[src/rtl/flex_enable_sync_pkg.sv]
// flex_enable_sync_pkg: shared state type, edge-mode codes and counter sizing
package flex_enable_pkg;
  typedef enum logic [1:0] {IDLE, PULSE, HOLDOFF} en_state_t;
  localparam int EDGE_RISE = 0;
  localparam int EDGE_FALL = 1;
  localparam int EDGE_BOTH = 2;
  function automatic int cnt_width(input int p, input int h);
    return $clog2((p > h ? p : h) + 1);
  endfunction
endpackage

[src/rtl/flex_enable_sync_if.sv]
// flex_enable_sync_if: enable-converter bus between slow control sources and the datapath
interface flex_enable_sync_if #(parameter int NUM_CH = 4);
  logic [NUM_CH-1:0] slow_enable;
  logic [NUM_CH-1:0] ch_mask;
  logic              clear_overrun;
  logic [NUM_CH-1:0] fast_enable;
  logic [NUM_CH-1:0] busy;
  logic [NUM_CH-1:0] overrun;
  modport master(output slow_enable, ch_mask, clear_overrun, input fast_enable, busy, overrun);
  modport slave(input slow_enable, ch_mask, clear_overrun, output fast_enable, busy, overrun);
endinterface

[src/rtl/flex_enable_sync_chan.sv]
// enable_sync_chan: one channel - synchroniser, priming, edge detect and pulse/holdoff FSM
module enable_sync_chan
  import flex_enable_pkg::*;
#(
  parameter int SYNC_STAGES = 2,
  parameter int EDGE_MODE   = 0,
  parameter int PULSE_LEN   = 1,
  parameter int HOLDOFF     = 0
) (
  input  logic clk,
  input  logic rst,
  input  logic i_slow_enable,
  input  logic i_ch_mask,
  input  logic i_clear_overrun,
  output logic o_fast_enable,
  output logic o_busy,
  output logic o_overrun
);
  localparam int CW = cnt_width(PULSE_LEN, HOLDOFF);
  localparam int PW = $clog2(SYNC_STAGES + 2);
  localparam logic [PW-1:0] PRIME_DONE = PW'(SYNC_STAGES + 1);
  localparam logic [CW-1:0] PULSE_LOAD = CW'(PULSE_LEN - 1);
  localparam logic [CW-1:0] HOLD_LOAD  = CW'(HOLDOFF > 0 ? HOLDOFF - 1 : 0);
  logic [SYNC_STAGES-1:0] r_sync;
  logic                   r_prev;
  logic                   r_edge;
  logic [PW-1:0]          r_prime;
  logic [CW-1:0]          r_cnt;
  logic [CW-1:0]          w_cnt_nxt;
  logic                   r_ovr;
  en_state_t              r_state;
  en_state_t              w_state_nxt;
  logic                   w_sync_out;
  logic                   w_primed;
  logic                   w_edge;
  logic                   w_take;
  assign w_sync_out = r_sync[SYNC_STAGES-1];
  assign w_primed   = r_prime == PRIME_DONE;
  assign w_edge     = EDGE_MODE == EDGE_FALL ? ~w_sync_out & r_prev :
                      EDGE_MODE == EDGE_BOTH ? w_sync_out ^ r_prev : w_sync_out & ~r_prev;
  assign w_take     = r_edge & i_ch_mask;
  // synchronise the level, track the previous sample and hold off detection until the chain has flushed
  always_ff @(posedge clk or posedge rst) begin
    if (rst) begin
      r_sync  <= '0;
      r_prev  <= 1'b0;
      r_edge  <= 1'b0;
      r_prime <= '0;
    end else begin
      r_sync  <= {r_sync[SYNC_STAGES-2:0], i_slow_enable};
      r_prev  <= w_sync_out;
      r_edge  <= w_primed & w_edge;
      r_prime <= w_primed ? r_prime : r_prime + PW'(1);
    end
  end
  // FSM state and countdown register
  always_ff @(posedge clk or posedge rst) begin
    if (rst) begin
      r_state <= IDLE;
      r_cnt   <= '0;
    end else begin
      r_state <= w_state_nxt;
      r_cnt   <= w_cnt_nxt;
    end
  end
  // next state: start a pulse from IDLE only, count the pulse then the optional holdoff gap
  always_comb begin
    w_state_nxt = r_state;
    w_cnt_nxt   = r_cnt;
    case (r_state)
      IDLE: if (w_take) begin
        w_state_nxt = PULSE;
        w_cnt_nxt   = PULSE_LOAD;
      end
      PULSE: if (r_cnt == '0) begin
        w_state_nxt = HOLDOFF == 0 ? IDLE : flex_enable_pkg::HOLDOFF;
        w_cnt_nxt   = HOLD_LOAD;
      end else begin
        w_cnt_nxt = r_cnt - CW'(1);
      end
      flex_enable_pkg::HOLDOFF: if (r_cnt == '0) begin
        w_state_nxt = IDLE;
      end else begin
        w_cnt_nxt = r_cnt - CW'(1);
      end
      default: w_state_nxt = IDLE;
    endcase
  end
  // outputs decode straight from the state register
  always_comb begin
    o_fast_enable = r_state == PULSE;
    o_busy        = r_state != IDLE;
  end
  // sticky overrun for edges dropped while busy; a new drop beats a simultaneous clear
  always_ff @(posedge clk or posedge rst) begin
    if (rst) r_ovr <= 1'b0;
    else     r_ovr <= (w_take & o_busy) | (r_ovr & ~i_clear_overrun);
  end
  assign o_overrun = r_ovr;
endmodule

[src/rtl/flex_enable_sync.sv]
// flex_enable_sync: multi-channel slow-to-fast enable converter with pulse stretch and holdoff
module flex_enable_sync
  import flex_enable_pkg::*;
#(
  parameter int NUM_CH      = 4,
  parameter int SYNC_STAGES = 2,
  parameter int EDGE_MODE   = EDGE_RISE,
  parameter int PULSE_LEN   = 1,
  parameter int HOLDOFF     = 0
) (
  input logic clk,
  input logic rst,
  flex_enable_sync_if.slave bus
);
  logic w_clear;
  assign w_clear = bus.clear_overrun;
  for (genvar c = 0; c < NUM_CH; c++) begin : g_ch
    enable_sync_chan #(
      .SYNC_STAGES(SYNC_STAGES),
      .EDGE_MODE  (EDGE_MODE),
      .PULSE_LEN  (PULSE_LEN),
      .HOLDOFF    (HOLDOFF)
    ) u_chan (
      .clk            (clk),
      .rst            (rst),
      .i_slow_enable  (bus.slow_enable[c]),
      .i_ch_mask      (bus.ch_mask[c]),
      .i_clear_overrun(w_clear),
      .o_fast_enable  (bus.fast_enable[c]),
      .o_busy         (bus.busy[c]),
      .o_overrun      (bus.overrun[c])
    );
  end
endmodule

[src/flat_wrapper.sv]
// flat-port wrapper written by rule: the top's interface ports become plain ports
module flex_enable_sync_flat import flex_enable_pkg::*;
#(
  parameter int NUM_CH      = 4,
  parameter int SYNC_STAGES = 2,
  parameter int EDGE_MODE   = EDGE_RISE,
  parameter int PULSE_LEN   = 1,
  parameter int HOLDOFF     = 0
)
  (clk, rst, bus_slow_enable, bus_ch_mask, bus_clear_overrun, bus_fast_enable, bus_busy, bus_overrun);
  flex_enable_sync_if #(.NUM_CH(NUM_CH)) bus_i ();
  input logic clk;
  input logic rst;
  input wire logic [$bits(bus_i.slow_enable)-1:0] bus_slow_enable;
  input wire logic [$bits(bus_i.ch_mask)-1:0] bus_ch_mask;
  input wire logic [$bits(bus_i.clear_overrun)-1:0] bus_clear_overrun;
  output wire logic [$bits(bus_i.fast_enable)-1:0] bus_fast_enable;
  output wire logic [$bits(bus_i.busy)-1:0] bus_busy;
  output wire logic [$bits(bus_i.overrun)-1:0] bus_overrun;
  assign bus_i.slow_enable = bus_slow_enable;
  assign bus_i.ch_mask = bus_ch_mask;
  assign bus_i.clear_overrun = bus_clear_overrun;
  assign bus_fast_enable = bus_i.fast_enable;
  assign bus_busy = bus_i.busy;
  assign bus_overrun = bus_i.overrun;
  flex_enable_sync #(.NUM_CH(NUM_CH), .SYNC_STAGES(SYNC_STAGES), .EDGE_MODE(EDGE_MODE), .PULSE_LEN(PULSE_LEN), .HOLDOFF(HOLDOFF)) u_core (.clk(clk), .rst(rst), .bus(bus_i));
endmodule
[config.mk]
export PLATFORM = sky130hd
export DESIGN_NAME = flex_enable_sync_flat
export DESIGN_NICKNAME = d
export VERILOG_FILES = /design/src/rtl/flex_enable_sync_pkg.sv /design/src/rtl/flex_enable_sync_if.sv /design/src/rtl/flex_enable_sync_chan.sv /design/src/rtl/flex_enable_sync.sv /design/src/flat_wrapper.sv
export SDC_FILE = /design/constraint.sdc
export NUM_CORES = 1
export LEC_CHECK = 0
export CAP_MARGIN = 20
export CORE_ASPECT_RATIO = 0.6
export CORE_MARGIN = 1
export CORE_UTILIZATION = 40
export CTS_CLUSTER_SIZE = 10
export DETAILED_ROUTE_END_ITERATION = 6
export GPL_TIMING_DRIVEN = 0
export PLACE_DENSITY_LB_ADDON = 0.12
export RECOVER_POWER = 100
export SKIP_LAST_GASP = 1
export SYNTH_ARGS = -nofsm -noshare
export SYNTH_HDL_FRONTEND = slang
export SYNTH_SLANG_ARGS = --single-unit
[constraint.sdc]
create_clock -name clk -period 1.35 [get_ports clk]
set_input_delay 0.3375 -clock clk [delete_from_list [all_inputs] [get_ports clk]]
set_output_delay 0.3375 -clock clk [all_outputs]
set_load 0.03 [all_outputs]
==> results of run 1 <==
[logic make-up (layout without fill, tap and decap cells)]
kind of cell | after synthesis | after routing | synth area share [%]
simple gates | 18 | 18 | 7.14
flops | 32 | 32 | 69.2
xor+xnor | 4 | 4 | 3.03
mux | 4 | 4 | 5.19
buf+inv | 17 | 49 | 9.41
compound gates | 4 | 4 | 1.73
fa+ha+maj | 4 | 4 | 4.32
[flip-flops by register name, indices dropped and copies added, names as in the netlist]
name / cells
u_core.g_ch.u_chan.r_edge: 4
u_core.g_ch.u_chan.r_sync: 8
u_core.g_ch.u_chan.r_prime: 8
u_core.g_ch.u_chan.r_state: 4
u_core.g_ch.u_chan.r_prev: 4
u_core.g_ch.u_chan.o_overrun: 4
[cell usage in the layout (no fill, tap or decap)]
master and n:
dlygate4sd3_1 9, nand2_1 6, clkbuf_1 2, clkdlybuf4s50_1 1, o21ai_0 4, mux2_1 4
clkbuf_2 4, clkbuf_8 6, nand3_1 4, and3b_1 2, xnor2_1 4, nor2_1 6
dfrtp_1 32, inv_1 5, clkbuf_4 2, ha_1 4, buf_4 12, buf_16 1
buf_6 3, buf_2 4
[layer usage]
metal / up-vias / part of all wire (%)
li1: 318 / -
met1: 305 / 45
met2: 19 / 46
met3: 5 / 7.3
met4: 0 / 1.7
met5: - / 0
[area by class of cell]
type                            instances  area (um2)
Fill cell                             235        1140
Sequential cell                        32         801
Multi-Input combinational cell         34         233
Timing Repair Buffer                   24         216
Clock buffer                            8        90.1
Buffer                                 12        90.1
Tap cell                               32        40.0
Inverter                                5        18.8
[synth_stat cells (all sizes together)]
cell type and n:
xnor2 4, nand3 4, inv 5, and3b 2
nand2 6, buf 12, nor2 6, ha 4
mux2 4, o21ai 4, dfrtp 32
[metrics by stage]
| step | TNS, ns | setup slack (ns) | util, % |
|---|---|---|---|
| 3_5_place_dp | -1.31 | -0.160 | 55.0 |
| 2_1_floorplan | 0 | 0.320 | - |
| 6_report | 0 | 0.0386 | 56.7 |
| 3_3_place_gp | -13.46 | -0.386 | 54.0 |
| 4_1_cts | -0.00508 | -0.00508 | 56.1 |
| 5_1_grt | 0 | 0.000634 | 56.7 |
[how the worst max path moves through the flow]
stage | start | endpoint | slack [ns] | cells past startpoint
after floorplan | rst | u_core.g_ch[0].u_chan.o_overrun | 0.32 | 1
after global placement | rst | u_core.g_ch[0].u_chan.r_state[0] | -0.39 | 2
after detailed placement | u_core.g_ch[1].u_chan.r_state[0] | bus_busy[1] | -0.16 | 2
after CTS | u_core.g_ch[1].u_chan.r_state[0] | bus_busy[1] | -0.005 | 2
after global routing | u_core.g_ch[2].u_chan.r_state[0] | bus_fast_enable[2] | 0.0006 | 2
final | u_core.g_ch[3].u_chan.r_state[0] | bus_fast_enable[3] | 0.04 | 2
[power by group]
part	switching, mW	total (mW)	internal, mW
clock network	0.300	0.715	0.415
logic	0.0633	0.125	0.0621
registers	0.0136	1.00	0.991
total	0.377	1.84	1.47
[repair_timing]
| action | in CTS | in global routing |
|---|---|---|
| endpoints found under the setup margin | 12 | 4 |
| endpoints found under the hold margin | 0 | 0 |
| gates resized for setup | 60 | 11 |
| setup buffers | 0 | 1 |
[worst max-delay path, cell delays in order (launching register included)]
cell,delay [ns]
dfrtp_1,0.40
buf_4,0.14
buf_2,0.16
==> results.py, run 1 <==
metrics = {
    "grt": {
        "antenna_found_initial": 0,
        "use_met2_pct": 21.1,
        "met3_usage_pct": 6.28,
        "grt_busiest_layer": "met2",
        "grt_pass1_vias": 641,
        "grt_max_degree": 21,
        "use_met1_pct": 13.2,
        "globalRouteOverflowTotal": 0,
        "grt_first_pass_wirelength_um": 2700,
        "grtUsageTotal_pct": 12.6,
    },
    "final_layout": {
        "final_cells": 147,
        "final_nets": 129,
        "postLayoutCellArea_um2": 1490,
        "diodes": 0,
        "final_layout_size_suffix_gt1_share_pct": 27.8,
        "syn_to_final_growth_pct": 28.6,
    },
    "synthesis": {
        "avgSynthCellArea_um2": 13.9,
        "netlist-cell-type-count": 11,
        "synth_nets": 98,
        "synth_top_area_share_pct": 69.2,
        "netlist_instances": 83,
        "synth_area_leader_cell": "dfrtp_1",
        "ys_seq_area_share_pct": 69.2,
        "yosys_warnings": 0,
        "syn_area_um2": 1160,
        "synthTopCellsByArea": "dfrtp_1 (69%), buf_4 (7.8%), mux2_4 (5.2%)",
        "ys_ff_latch": 32,
    },
    "placement": {
        "port_buffers": 22,
        "place_area_um2": 1450,
        "post-dp-hpwl_um": 1110,
        "dp.cells": 138,
        "place_congestion": 0.646,
    },
    "sta": {
        "hold_slack_ns": 0.348,
        "worst_slew_pin_slew_ns": 0.552,
        "fin_skew_ns": 0.00415,
        "period_needed_ns": 1.31,
        "hold_viol_final": 0,
        "fmax_ghz": 0.763,
        "setup_violations": 0,
        "max_slew_margin_pct": 63.1,
        "period_share_pct": 97.1,
        "rsz0062_at_grt": "no",
        "slew_viol_final": 0,
    },
    "clock_network": {
        "clk_latency_ns": 0.27,
        "cts_root_buf": "clkbuf_8",
        "clk_pin_slew_ns": 0.06,
        "htree_levels": 2,
        "numCtsBuffers": 5,
        "clockBufferDepth": 2,
        "cts_sinks": 32,
        "cts_hold_buf": 0,
        "cts_tree": "yes",
    },
    "floorplan": {
        "pin_count": 23,
        "die_w_um": 71.4,
        "die_area_um2": 3120,
        "initial_core_util_pct": 44.0,
        "coreArea_um2": 2630,
        "die_y_um": 43.7,
        "rows": 14,
    },
    "critical_path": {
        "critPathMaxFanout": 4,
        "crit_path_end_kind": "output port",
        "r2r_end": "u_core.g_ch[2].u_chan.r_prime[1]",
        "r2r-start": "u_core.g_ch[2].u_chan.r_prime[0]",
        "critPathLaunchType": "flip-flop",
        "crit_required_ns": 1.01,
        "r2r_cells": 2,
        "rrSetupSlack_ns": 0.25,
        "crit_arrival_ns": 0.97,
        "crit_type": "reg2out",
    },
    "drt": {
        "wl_per_cell_um": 10.3,
        "initialDrtViolationCount": 8,
        "drc": 0,
        "drt_pass1_iterations": 4,
        "ant_nets": 0,
        "viasPerCell": 4.40,
        "wl_um": 1510,
        "vias": 647,
    },
    "min_path": {
        "holdPathEnd": "u_core.g_ch[3].u_chan.r_sync[1]",
        "min_path_type": "reg2reg",
        "min_path_cells": 0,
        "hold_start": "u_core.g_ch[3].u_chan.r_sync[0]",
    },
    "job": {
        "cap_violations": 0,
    },
    "pwr": {
        "irDropWorstVdd_v": 0.000613,
        "power_density_nw_per_um2": 1240,
        "cellLeakagePower_nw": 0.706,
        "power.total_mw": 1.84,
    },
    "status": {
        "status": "finished, final reports clean",
    },
}
(Power assumes the default switching activity.)
==> run 2, diff against run 1 <==
--- a/config.mk
+++ b/config.mk
@@ -14,6 +14,7 @@
 export GPL_TIMING_DRIVEN = 0
 export PLACE_DENSITY_LB_ADDON = 0.12
 export RECOVER_POWER = 100
+export SETUP_SLACK_MARGIN = 0.15
 export SKIP_LAST_GASP = 1
 export SYNTH_ARGS = -nofsm -noshare
 export SYNTH_HDL_FRONTEND = slang
==> run 2 against run 1 <==
  * Critical endpoint is now bus_busy[3]
  * Critical path type unchanged
  * Combinational power rose by 12%
  * Setup slack better by 0.030 ns
  * Largest power group unchanged
  * Count of clock-buffer cells in the layout is the same
==> results.py, run 2 (synthesis results as in run 1) <==
metrics = {
    "placement": {
        "port_buffers": 22,
        "place_congestion": 0.646,
        "place_ws_ns": -0.160,
        "place_area_um2": 1450,
        "post-dp-hpwl_um": 1110,
    },
    "min_path": {
        "min_path_cells": 0,
        "holdPathEnd": "u_core.g_ch[3].u_chan.r_sync[1]",
        "hold_start": "u_core.g_ch[3].u_chan.r_sync[0]",
        "min_path_type": "reg2reg",
    },
    "floorplan": {
        "initial_core_util_pct": 44.0,
        "die_w_um": 71.4,
        "rows": 14,
        "coreArea_um2": 2630,
        "die_y_um": 43.7,
        "pin_count": 23,
        "die_area_um2": 3120,
    },
    "clock_network": {
        "cts_root_buf": "clkbuf_8",
        "cts_hold_buf": 0,
        "cts_sinks": 32,
        "clk_pin_slew_ns": 0.06,
        "cts_tree": "yes",
        "numCtsBuffers": 5,
        "htree_levels": 2,
        "clockBufferDepth": 2,
        "clk_latency_ns": 0.27,
    },
    "critical_path": {
        "crit_path_end_kind": "output port",
        "r2r_end": "u_core.g_ch[2].u_chan.r_prime[1]",
        "critPathMaxFanout": 4,
        "crit_type": "reg2out",
        "r2r_cells": 2,
        "crit_chain": "clkbuf_1 -> buf_6",
        "critPathLaunchType": "flip-flop",
        "r2r-start": "u_core.g_ch[2].u_chan.r_prime[0]",
        "crit_required_ns": 1.01,
        "rrSetupSlack_ns": 0.25,
        "crit_arrival_ns": 0.94,
        "cp_slowest_cell": "dfrtp_1",
        "cp_slowest_stage_delay_ns": 0.39,
    },
    "drt": {
        "viasPerCell": 4.42,
        "vias": 667,
        "drt_pass1_iterations": 4,
        "drc": 0,
        "wl_um": 1630,
        "wl_per_cell_um": 10.8,
        "initialDrtViolationCount": 16,
        "ant_nets": 0,
    },
    "sta": {
        "fin_skew_ns": 0.00465,
        "max_slew_margin_pct": 62.8,
        "fmax_ghz": 0.781,
        "period_needed_ns": 1.28,
        "worst_slew_pin_slew_ns": 0.557,
        "period_share_pct": 94.9,
        "hold_viol_final": 0,
        "hold_slack_ns": 0.349,
        "setup_violations": 0,
        "slew_viol_final": 0,
        "rsz0062_at_grt": "yes",
        "setup_ws_ns": 0.0690,
    },
    "final_layout": {
        "final_util_pct": 59.4,
        "final_layout_size_suffix_gt1_share_pct": 27.7,
        "final_common_cell": "dfrtp_1",
        "final_nets": 133,
        "postLayoutCellArea_um2": 1560,
        "syn_to_final_growth_pct": 34.9,
        "layout_common_cells": "dfrtp_1 (32), buf_6 (12), dlygate4sd3_1 (9), buf_4 (9)",
        "diodes": 0,
        "biggestRegsByFlops": "u_core.g_ch.u_chan.r_prime x8, u_core.g_ch.u_chan.r_sync x8",
        "fill_cells": 227,
    },
    "status": {
        "status": "finished, final reports clean",
    },
    "pwr": {
        "irDropWorstVdd_v": 0.000611,
        "cellLeakagePower_nw": 0.724,
        "power_density_nw_per_um2": 1190,
    },
    "grt": {
        "grt_pass1_vias": 675,
        "grt_max_degree": 21,
        "grt_first_pass_wirelength_um": 2910,
        "grtUsageTotal_pct": 13.6,
        "globalRouteOverflowTotal": 0,
        "antenna_found_initial": 0,
    },
    "job": {
        "cap_violations": 0,
    },
}
run 2: worst max-delay path by stage:
stage	start	slack, ns	endpoint
final	u_core.g_ch[3].u_chan.r_state[0]	0.07	bus_busy[3]
after global routing	u_core.g_ch[1].u_chan.r_state[0]	0.02	bus_busy[1]
after CTS	u_core.g_ch[1].u_chan.r_state[0]	0.05	bus_busy[1]
after detailed placement	u_core.g_ch[1].u_chan.r_state[0]	-0.16	bus_busy[1]
after global placement	rst	-0.39	u_core.g_ch[0].u_chan.r_state[0]
after floorplan	rst	0.32	u_core.g_ch[0].u_chan.o_overrun
run 2: cell type report:
class / count / area (um2) / share of cell area, %
plain buffers: 12 / 93.8 / 6.01
clock buffers: 8 / 90.1 / 5.77
inverters: 5 / 18.8 / 1.20
multi-input cells: 34 / 233 / 14.9
flip-flops and latches: 32 / 801 / 51.3
well taps: 32 / 40.0 / 2.56
repair buffers: 28 / 285 / 18.3
run 2: worst max-delay path, delay by kind of cell, from the launching register on:
family,cells,cell delay (ns)
DFF,1,0.39
buffers and inverters,2,0.29
run 2: timing repair:
item | CTS | global route
endpoints found under the setup margin | 12 | 12
buffers inserted | 4 | 1
pin swaps | 0 | 0
resized for setup | 92 | 2
run 2: stage by stage:
| step | cells | TNS, ns | power, mW |
|---|---|---|---|
| finish | 151 | 0 | 1.86 |
| global route | 151 | 0 | 1.97 |
| CTS | 150 | 0 | 1.91 |
| detailed placement | 138 | -1.31 | 1.16 |
| global placement | 137 | -13.46 | 1.15 |
| floorplan | 83 | 0 | 1.09 |
run 2: per-layer routing:
metal  part of all wire, %  track usage, %  vias to the layer above
met1                    42            14.7                      318
met5                     0               0                        -
met3                   6.8            6.28                        5
met2                    49            22.9                       19
met4                   1.5            7.20                        0
li1                      -               -                      325
run 2: where the power goes:
part	switching (mW)	internal [mW]	total, mW	leakage [nW]
combinational	0.0671	0.0725	0.140	0.307
clock	0.304	0.415	0.719	0.0455
sequential	0.0133	0.991	1.00	0.371
total	0.385	1.48	1.86	0.724
